File: src/rtl/mem_port_arbiter.sv
// Arbitrates fetch and data requests onto one stallable memory, one transaction at a time.
// Two-cycle minimum request-to-done latency; the losing requester stalls, and a hung memory latches err.
module mem_port_arbiter #(
   parameter int ADDR_W  = 16,
   parameter int DATA_W  = 16,
   parameter int TIMEOUT = 15
) (
   input  logic              clk,
   input  logic              rst,
   input  logic              if_req,
   input  logic [ADDR_W-1:0] if_addr,
   output logic              if_done,
   output logic [DATA_W-1:0] if_rdata,
   output logic              if_stall,
   input  logic              dm_req,
   input  logic              dm_wr,
   input  logic [ADDR_W-1:0] dm_addr,
   input  logic [DATA_W-1:0] dm_wdata,
   output logic              dm_done,
   output logic [DATA_W-1:0] dm_rdata,
   output logic              dm_stall,
   output logic              mem_req,
   output logic              mem_wr,
   output logic [ADDR_W-1:0] mem_addr,
   output logic [DATA_W-1:0] mem_wdata,
   input  logic              mem_done,
   input  logic [DATA_W-1:0] mem_rdata,
   output logic              err
);

   typedef enum logic [1:0] {IDLE, BUSY_I, BUSY_D, ERR} state_t;

   localparam logic [7:0] CNT_LAST = 8'(TIMEOUT - 1);

   state_t     state, state_nxt;
   logic       last;
   logic [7:0] cnt;
   logic       if_elig, dm_elig;
   logic       grant_i, grant_d, complete, expire;

   // A requester's own done cycle masks the request it is still holding.
   assign if_elig  = if_req & ~if_done;
   assign dm_elig  = dm_req & ~dm_done;
   assign if_stall = if_req & ~if_done;
   assign dm_stall = dm_req & ~dm_done;

   always_ff @(posedge clk or posedge rst) begin
      if (rst) state <= IDLE;
      else     state <= state_nxt;
   end

   always_comb begin
      state_nxt = state;
      grant_i   = 1'b0;
      grant_d   = 1'b0;
      complete  = 1'b0;
      expire    = 1'b0;
      case (state)
         IDLE: begin
            // On a tie, the side opposite the last grant wins.
            if (dm_elig && (!if_elig || !last)) begin
               grant_d   = 1'b1;
               state_nxt = BUSY_D;
            end else if (if_elig) begin
               grant_i   = 1'b1;
               state_nxt = BUSY_I;
            end
         end
         BUSY_I, BUSY_D: begin
            if (mem_done) begin
               complete  = 1'b1;
               state_nxt = IDLE;
            end else if (cnt == CNT_LAST) begin
               expire    = 1'b1;
               state_nxt = ERR;
            end
         end
         default: state_nxt = ERR;
      endcase
   end

   always_ff @(posedge clk or posedge rst) begin
      if (rst) begin
         last      <= 1'b0;
         cnt       <= '0;
         if_done   <= 1'b0;
         dm_done   <= 1'b0;
         if_rdata  <= '0;
         dm_rdata  <= '0;
         mem_req   <= 1'b0;
         mem_wr    <= 1'b0;
         mem_addr  <= '0;
         mem_wdata <= '0;
         err       <= 1'b0;
      end else begin
         mem_req <= 1'b0;
         if_done <= 1'b0;
         dm_done <= 1'b0;
         if (grant_i) begin
            mem_req  <= 1'b1;
            mem_addr <= if_addr;
            mem_wr   <= 1'b0;
            last     <= 1'b0;
            cnt      <= '0;
         end
         if (grant_d) begin
            mem_req   <= 1'b1;
            mem_addr  <= dm_addr;
            mem_wr    <= dm_wr;
            mem_wdata <= dm_wdata;
            last      <= 1'b1;
            cnt       <= '0;
         end
         if (complete) begin
            mem_wr <= 1'b0;
            if (state == BUSY_I) begin
               if_done  <= 1'b1;
               if_rdata <= mem_rdata;
            end else begin
               dm_done <= 1'b1;
               if (!mem_wr) dm_rdata <= mem_rdata;
            end
         end else if (state == BUSY_I || state == BUSY_D) begin
            cnt <= cnt + 8'd1;
         end
         if (expire) err <= 1'b1;
      end
   end

endmodule

File: config.mk
export PLATFORM = sky130hd
export DESIGN_NAME = mem_port_arbiter
export DESIGN_NICKNAME = d
export VERILOG_FILES = /design/src/rtl/mem_port_arbiter.sv
export SDC_FILE = /design/constraint.sdc
export NUM_CORES = 1
export LEC_CHECK = 0
export ABC_AREA = 1
export BUFFER_PORTS_ARGS = -buffer_cell sky130_fd_sc_hd__buf_2
export CAP_MARGIN = 20
export CORE_AREA = 8 8 111 153
export DETAILED_ROUTE_END_ITERATION = 8
export DIE_AREA = 0 0 119 161
export MAX_ROUTING_LAYER = met4
export PLACE_DENSITY = 0.56
export SETUP_SLACK_MARGIN = 0.4
export SYNTH_ARGS = -nofsm -noshare
export SYNTH_HDL_FRONTEND = slang
export SYNTH_SLANG_ARGS = --single-unit
File: constraint.sdc
create_clock -name clk -period 4.95 [get_ports clk]
set_input_delay 0.495 -clock clk [delete_from_list [all_inputs] [get_ports clk]]
set_output_delay 0.495 -clock clk [all_outputs]
set_load 0.05 [all_outputs]
* After elaboration in Yosys (flattened, before gate mapping)
Cells that the tools add are included.
** Storage, ports and cells
- Register bits :: 80
- Input bits :: 70
- Output and inout bits :: 71
- Word-level logic and storage cells :: 67
** Operators by class
- $add $sub $neg :: 1
- Eq/ne operators :: 5
- Multiplexer cells :: 31
- Bitwise gates (word level) :: 6
- Reduce and logical (&&, ||, !) cells :: 12
** Operators by type and width (number)
- 16-bit 2-to-1 mux :: 2
- 8-bit 2-to-1 mux :: 4
- 1-bit 2-to-1 mux :: 20
- 8-bit by 1-bit adder with 8-bit output (second input constant) :: 1
- 8-bit by 4-bit equality test with 1-bit output (second input constant) :: 1
- 2-bit 2-to-1 mux :: 4
- 3-bit inequality test (second input constant) :: 2
- 1-bit NOT :: 4
- 2-bit one-hot mux with 2 select lines :: 1
- 2-bit AND reduction :: 2
- 3-bit AND reduction :: 1
- 3-bit nonzero test :: 1
- 1-bit bitwise AND :: 2
- 2-bit by 1-bit equality test with 1-bit output (second input constant) :: 1
- 2-bit equality test (second input constant) :: 1
- 1-bit zero test :: 2
- 2-bit zero test :: 1
- 1-bit logical OR :: 2
- 2-bit nonzero test :: 1
- 2-bit OR reduction :: 1
- 1-bit logical AND :: 1

* Logic depth before layout (Yosys ltp)
Gate-level depths: netlist of the first run.
- Depth in word-level cells :: 11
- Gate-level depth with buffers :: 8
- Mapped depth without buffers :: 8

* Worst setup path before layout of the first run
Ideal clock, no wire load.
- Kind :: register to register
- Start :: register dm_done
- End :: register mem_addr[0]
- Setup time :: 0.118 ns
- Data arrival time :: 1.492 ns
- Data required time :: 4.832 ns
- Path slack :: 3.340 ns
- Cell stages (with the launch flop) :: 8
- Buffers on the path :: 1
- Period minus slack after synthesis :: 1.610 ns
- Cell sequence :: dfrtp_1 nor2_4 nand2_2 inv_2 buf_6 nand2_1 nand3_1 nand2_1
** On the way
- Word-level cells in the longest chain between the ends :: 6
- Elaborated cells on any way between the ends :: 9
- Classes of those cells :: mux: 5; bitwise: 2; reduce/logical: 2
** RTL lines
- from (decl) :: RTL line 19 : output logic dm_done,
- from (signal assigned) :: RTL line 87 : dm_done <= 1'b0;
- from (signal assigned) :: RTL line 98 : dm_done <= 1'b0;
- from (signal assigned) :: RTL line 120 : dm_done <= 1'b1;
- 1-bit NOT (*)
- 1-bit bitwise AND (*)
- net dm_stall :: RTL line 21 : output logic dm_stall,
- 1-bit logical AND (*) :: RTL line 61 : if (dm_elig && (!if_elig || !last)) begin
- 1-bit 2-to-1 mux :: RTL line 61
- 1-bit 2-to-1 mux :: RTL line 58 : case (state)
- 16-bit 2-to-1 mux / 2-bit nonzero test (equally long branches)
- to (signal assigned) :: RTL line 101 : mem_addr <= if_addr;
- to (signal assigned) :: RTL line 108 : mem_addr <= dm_addr;
- to (decl) :: RTL line 24 : output logic [ADDR_W-1:0] mem_addr,
The timed path passes the listed nets; every way through them passes the cells marked *.
A chain may end at the register's enable or synchronous reset.

* Worst setup path in the final report of the first run
- Start :: register state[0]
- End :: register mem_wr
** On the way
- Word-level cells in the longest chain between the ends :: 4
- Elaborated cells on any way between the ends :: 10
- Classes of those cells :: eq/ne: 2; mux: 5; reduce/logical: 3
** RTL lines
- from (decl) :: RTL line 35 : state_t state, state_nxt;
- from (signal assigned) :: RTL line 49 : else state <= state_nxt;
- 2-bit by 1-bit equality test with 1-bit output, or another cell as far along :: RTL line 58
- 2-bit OR reduction / 1-bit 2-to-1 mux (equally long branches) :: RTL line 58
- 1-bit 2-to-1 mux (on tied branches) :: RTL line 58, 106
- 3-bit nonzero test (no line) / 1-bit 2-to-1 mux (equally long branches)
- to (signal assigned) :: RTL line 109 : mem_wr <= dm_wr;
- to (decl) :: RTL line 23 : output logic mem_wr,
Several ways; a longest one is shown, not always the timed one.

==> run metrics, run 1 <==
hold slack 0.169 ns; gr usage total 0.107; Die Ht ~160 µm; Final Hold Fails 0; first-pass GRT wire length roughly 16 mm; Rel. slew slack 0.545; VDD IR max between 0.0003 and 0.0004 V; Syn Inst Count approximately 440; Synth top area share 0.558; Non-Filler Instances approximately 770; Worst-Margin Slew about 0.68 ns; WS Path Type reg -> reg; Worst Path Required approximately 5.2 ns; Post-DP Area 4430 µm²; most frequent cell after synthesis nand2_1; fillers between 1500 and 2000; Max Slew Vio Count 0; number of synthesized register bits 80; Setup Fix Bufs, Post-CTS 0; # DRC 0; EDFF count, synth 0; WL final ~10 mm; routed length per placed instance 12.9 µm; I/O Buffers 140; Startpoint Class flop; die area between 15000 and 20000 µm²; Via density roughly 4; setup TNS 0 ns; Period Utilization, post-route 0.353; Die W 119 µm; setup violators final 0; Final Wtd Congestion 0.756; ANT nets after route 0; RSZ-0062 raised after global routing false; Post-Syn Area around 3600 µm²; Initial DRC Count between 90 and 100; Setup WS pre-CTS roughly 3.2 ns; ratio of cells with drive above 1 in the final layout 0.293; Synth warnings 0; Worst Skew 0.00514 ns; CTS max path bufs 2; Util after Layout 0.321; DR vias around 3000; Final Power roughly 3.7 mW; fin crit period ~1.7 ns; max_cap viols 0; hold buffers post-CTS 0; Cell variety after synth 19; cts repair resizes 0; CTS H-tree lvls 3; Core ar. around 15000 µm²; Worst-path clk slew roughly 0.060 ns; vias in the first global route approximately 3200; Syn Area/Cell approximately 8.2 µm²; CTS tree yes; Post-layout nets 652; # rows between 50 and 60; Area Overhead vs Synth 32.4%; initial core utilization 0.243; endpoint type of the worst setup path flop; Post-synth top cells nand2_1, dfrtp_1, inv_1, o21ai_0, nand3_1; pwr dens a little under 800 nW/µm²; critical path fanouts, max 35; Worst Path Arrival about 2 ns; Finished Cell Area 4750 µm²; DRT Pass-1 Iters 4; Ports about 140; CTS Sinks 80; fmax ~570 MHz; CTS Buf Count 9; Hold Path Class in -> async; initial antenna violation count 1; Clock Latency Late Sink between 0.3 and 0.4 ns; post-route worst setup slack roughly 3.2 ns; Clock Tree Root clkbuf_16; dpl hpwl 7.50 mm; top cells by area, synth dfrtp_1, nand2_1, inv_1; largest net degree at the start of global routing 54; grt total ovfl 0; Synth Flop Type dfrtp_1; Async S/R FF share, synth 1.00; outcome finished clean; Pleak roughly 2.8 nW; Seq/Total Area, Yosys 0.558; Mapped Nets 514; dpl cells between 700 and 800; leading area contributor after synthesis dfrtp_1
## power by group
group / internal, mW / total (mW) / switching, mW
clock: 0.466 / 0.718 / 0.252
sequential: 0.939 / 1.10 / 0.158
combinational: 0.418 / 1.93 / 1.51
## metal layers
| layer | track usage | vias to the layer above | part of all wire | wire, µm |
|---|---|---|---|---|
| met1 | 0.126 | 1339 | 0.46 | 4560 |
| met2 | 0.167 | 113 | 0.46 | 4550 |
| met5 | - | - | 0 | 0 |
| met3 | 0.0423 | 8 | 0.078 | 784 |
| li1 | - | 1607 | - | - |
| met4 | 0.0294 | 0 | 0.010 | 103 |
## flip-flops by register name, indices dropped and copies added (netlist names), 2 cells and up
name       flops
cnt            8
dm_rdata      16
if_rdata      16
mem_addr      16
mem_wdata     16
state          2
## path summary, 6_finish.rpt
check | startpoint | to | slack, ns | depth (start not counted)
max in group asynchronous | rst | mem_wdata[13]$_DFFE_PP0P_ | 3.73 | 3
setup reg to reg | state[0]$_DFFE_PP0P_ | mem_wr$_DFFE_PP0P_ | 3.20 | 6
setup / recovery | state[0]$_DFFE_PP0P_ | mem_wr$_DFFE_PP0P_ | 3.20 | 6
min in group clk | dm_wdata[8] | mem_wdata[8]$_DFFE_PP0P_ | 0.36 | 3
hold / removal | rst | if_rdata[5]$_DFFE_PP0P_ | 0.17 | 2
hold reg to reg | mem_wdata[10]$_DFFE_PP0P_ | mem_wdata[10]$_DFFE_PP0P_ | 0.47 | 2
## final cells by class
cell class | instances | area (µm²) | share of cell area
sequential | 80 | 2000 | 0.421
multi-input combinational | 277 | 1220 | 0.256
timing repair buffer | 141 | 708 | 0.149
inverter | 68 | 262 | 0.0550
clock buffer | 12 | 256 | 0.0540
tap | 192 | 240 | 0.0506
clock inverter | 3 | 65.1 | 0.0137
antenna | 1 | 2.50 | 0.000527
## cell usage in the layout, fill, tap and decap left out, types with 2 or more instances in the layout
cell type / Yosys / layout
nand2_2: 6 / 6
nand3_1: 26 / 26
nand2_1: 177 / 177
bufinv_16: 0 / 2
ha_1: 5 / 5
dfrtp_1: 80 / 80
clkbuf_16: 0 / 9
clkinv_2: 0 / 2
a21oi_1: 4 / 4
o21ai_0: 29 / 29
inv_1: 63 / 62
buf_2: 7 / 140
nor2_1: 17 / 17
inv_2: 3 / 3
clkbuf_8: 0 / 2
o21ai_1: 8 / 8
inv_4: 2 / 2
o31ai_1: 2 / 2
## worst max-delay path, stage by stage (launching register included)
cell and delay [ns]:
dfrtp_1 0.41, inv_1 0.07, ha_1 0.28, nand3_4 0.38, inv_4 0.32, nand2_1 0.09
a21oi_2 0.11
## cells by family after synthesis
family          count (synthesis)  share of synthesized area
compound gates                 44                     0.0638
buf+inv                        82                      0.103
flops                          80                      0.558
fa+ha+maj                       5                     0.0174
simple gates                  228                      0.258
(Power assumes the default switching activity.)
==> run 2, diff against run 1 <==
==> constraint.sdc (replaced) <==
create_clock -name clk -period 1.65 [get_ports clk]
set_input_delay 0.165 -clock clk [delete_from_list [all_inputs] [get_ports clk]]
set_output_delay 0.165 -clock clk [all_outputs]
set_load 0.05 [all_outputs]
==> run 2 against run 1 <==
Clock power grew to 2.7 times the previous value. Critical path depth is 1 higher. Count of clock-buffer cells in the layout down 1. Clock skew is 0.00071 ns higher. Sequential power grew to 3.1 times the previous value. Wire length increased by 21%. Final area up 28%. Utilization is 9.1 points higher. Global-route usage grew 1.6 points. Register-to-register slack got worse by 2.9 ns. Critical endpoint is now dm_rdata[6]$_DFFE_PP0P_.
==> run metrics, run 2 (synthesis results as in run 1) <==
outcome finished clean (unchanged); hold slack 0.0285 ns (was 0.169 ns); DRT Pass-1 Iters 4 (unchanged); Top delay family on crit path flip-flops (was simple AND/OR/NAND/NOR gates); max_cap viols 0 (unchanged); flop-to-flop setup slack 0.28 ns (was 3.20 ns); Startpoint Class flop (unchanged); pwr dens 2350 nW/µm² (was 788 nW/µm²); Worst Reg2Reg Path Length in Cells 7 (was 6); Worst Path Required 1.87 ns (was 5.21 ns); CTS Sinks 80 (unchanged); Rel. slew slack 0.713 (was 0.545); WHS Path Cells 3; Core ar. 14800 µm² (unchanged); Initial DRC Count 107 (was 97); Hold Path Class in -> reg (was in -> async); die area 19200 µm² (unchanged); Worst Skew 0.00585 ns (was 0.00514 ns); Clock Tree Root clkbuf_16 (unchanged); grt total ovfl 0 (unchanged); setup violators final 0 (unchanged); ratio of cells with drive above 1 in the final layout 0.535 (was 0.293); VDD IR max 0.000978 V (was 0.000384 V); vias in the first global route 3549 (was 3174); fmax 732 MHz (was 572 MHz); largest net degree at the start of global routing 81 (was 54); Final Wtd Congestion 0.757 (was 0.756); ordered list of cells on the worst path inv_2 -> ha_4 -> nand2_8 -> clkinv_8 -> nand2_8 -> nand2_2 -> o21ai_2 (was inv_1 -> ha_1 -> nand3_4 -> inv_4 -> nand2_1 -> a21oi_2); M1 GR Usage 0.141 (was 0.126); r2r endpoint dm_rdata[6]$_DFFE_PP0P_ (was mem_wr$_DFFE_PP0P_); first-pass GRT wire length 18.5 mm (was 16.2 mm); Worst-Margin Slew 0.431 ns (was 0.682 ns); # rows 53 (unchanged); CTS Buf Count 9 (unchanged); Via density 4.27 (was 3.96); most frequent cells in the layout buf_2, nand2_1, dfrtp_1 (was nand2_1, buf_2, dfrtp_1); Final Hold Fails 0 (unchanged); Ports 141 (unchanged); Pleak 3.19 nW (was 2.76 nW); I/O Buffers 140 (unchanged); CTS max path bufs 2 (unchanged); Clock Latency Late Sink 0.33 ns (about the same); worst r2r src state[0]$_DFFE_PP0P_ (unchanged); Post-DP Area 4510 µm² (was 4430 µm²); DR vias 3502 (was 3067); Min-Delay Startpoint dm_wdata[13]; RSZ-0062 raised after global routing true (was false); WS Path Type reg -> reg (unchanged); dpl hpwl 7.24 mm (was 7.50 mm); Area Overhead vs Synth 69.9% (was 32.4%); met2 Track Usage GR 0.206 (was 0.167); Most Frequent Cell on Critical Path nand2_8; ANT cells 0 (was 1); endpoint type of the worst setup path flop (unchanged); Die Ht 161 µm (unchanged); ANT nets after route 0 (unchanged); critical path fanouts, max 8 (was 35); Hold Path End mem_wdata[13]$_DFFE_PP0P_; CTS tree yes (unchanged); Period Utilization, post-route 0.828 (was 0.353); fin crit period 1.37 ns (was 1.75 ns); # DRC 0 (unchanged); setup TNS 0 ns (unchanged); Post-layout nets 699 (was 652); routed length per placed instance 14.8 µm (was 12.9 µm); initial antenna violation count 0 (was 1); Worst-path clk slew 0.06 ns (about the same); WL final 12.1 mm (was 9.99 mm); Worst Path Arrival 1.58 ns (was 2.01 ns); Finished Cell Area 6100 µm² (was 4750 µm²); Top Usage Layer GRT met2 (unchanged); crit path max-delay cell type dfrtp_1 (unchanged); GR Util met3 0.0335 (was 0.0423); Die W 119 µm (unchanged); Max Slew Vio Count 0 (unchanged); leading cell type in the layout, fill and taps excluded buf_2 (was nand2_1); Worst Path Buf+Inv 2 (unchanged); initial core utilization 0.243 (unchanged); Critical Path Max Stage Delay 0.39 ns (was 0.41 ns); gr usage total 0.124 (was 0.107); CTS H-tree lvls 3 (unchanged)
-- run 2: cell count changes in the layout (fill, tap and decap cells not counted), moves of 10 or more --
cell,before,now
buf_4,1,14
nand3_1,26,4
o21ai_0,29,1
o21ai_1,8,25
buf_6,0,10
o21ai_2,0,10
nand2_2,6,44
nand3_2,0,21
nand2_1,177,103
nand2_8,0,13
nand2_4,0,31
-- run 2: where the power goes --
part	switching, mW	internal, mW	leakage (nW)
clock	0.771	1.20	0.145
sequential	0.598	2.82	1.01
combinational	6.05	2.86	2.04
-- run 2: cell type report --
cell class                      instances  area (µm²)
Sequential cell                        80        2000
Tap cell                              192         240
Clock buffer                           11         243
Timing Repair inverter                  3        36.3
Clock inverter                          4        45.0
Timing Repair Buffer                  177        1200
Fill cell                            1483        8690
Inverter                               68         328
Multi-Input combinational cell        285        2000
-- run 2: worst register-to-register path, delay by kind of cell, from the launching register on --
kind                     cells  cell delay [ns]
flip-flops                   1             0.39
AND/OR/NAND/NOR              3             0.31
AO/OA/AOI/OAI                1             0.05
buffers and inverters        2             0.17
adder cells (fa/ha/maj)      1             0.34
-- run 2: worst max-delay path by stage --
stage / cells after the start / endpoint / start / slack, ns
final: 7 / dm_rdata[6]$_DFFE_PP0P_ / state[0]$_DFFE_PP0P_ / 0.28
after global routing: 8 / cnt[4]$_DFF_PP0_ / state[0]$_DFFE_PP0P_ / 0.21
after CTS: 7 / if_rdata[4]$_DFFE_PP0P_ / state[0]$_DFFE_PP0P_ / 0.30
after detailed placement: 6 / if_rdata[6]$_DFFE_PP0P_ / state[0]$_DFFE_PP0P_ / 0.16
after global placement: 7 / if_rdata[8]$_DFFE_PP0P_ / state[1]$_DFFE_PP0P_ / 0.20
after floorplan: 7 / mem_addr[0]$_DFFE_PP0P_ / dm_done$_DFF_PP0_ / 0.17
-- run 2: metal layers --
| metal | vias up | share of wire |
|---|---|---|
| li1 | 1715 | - |
| met1 | 1648 | 0.42 |
| met2 | 126 | 0.51 |
| met3 | 13 | 0.061 |
| met4 | 0 | 0.013 |
| met5 | - | 0 |
-- run 2: through the flow --
| stage | utilization | power (mW) | worst slack, ns | instances |
|---|---|---|---|---|
| 2_1_floorplan | - | 8.11 | 0.172 | 439 |
| 3_3_place_gp | 0.305 | 9.36 | 0.198 | 761 |
| 3_5_place_dp | 0.305 | 9.42 | 0.157 | 761 |
| 4_1_cts | 0.370 | 13.2 | 0.298 | 812 |
| 5_1_grt | 0.412 | 15.1 | 0.213 | 820 |
| 6_report | 0.412 | 14.3 | 0.284 | 820 |
-- run 2: timing repair --
action / 4_1_cts / 5_1_grt
pin swaps: 21 / 45
gates resized for setup: 82 / 141
endpoints found under the setup margin: 80 / 80
buffers inserted: 24 / 3
gates cloned: 11 / 5
hold buffers: 1 / 0
endpoints found under the hold margin: 80 / 0
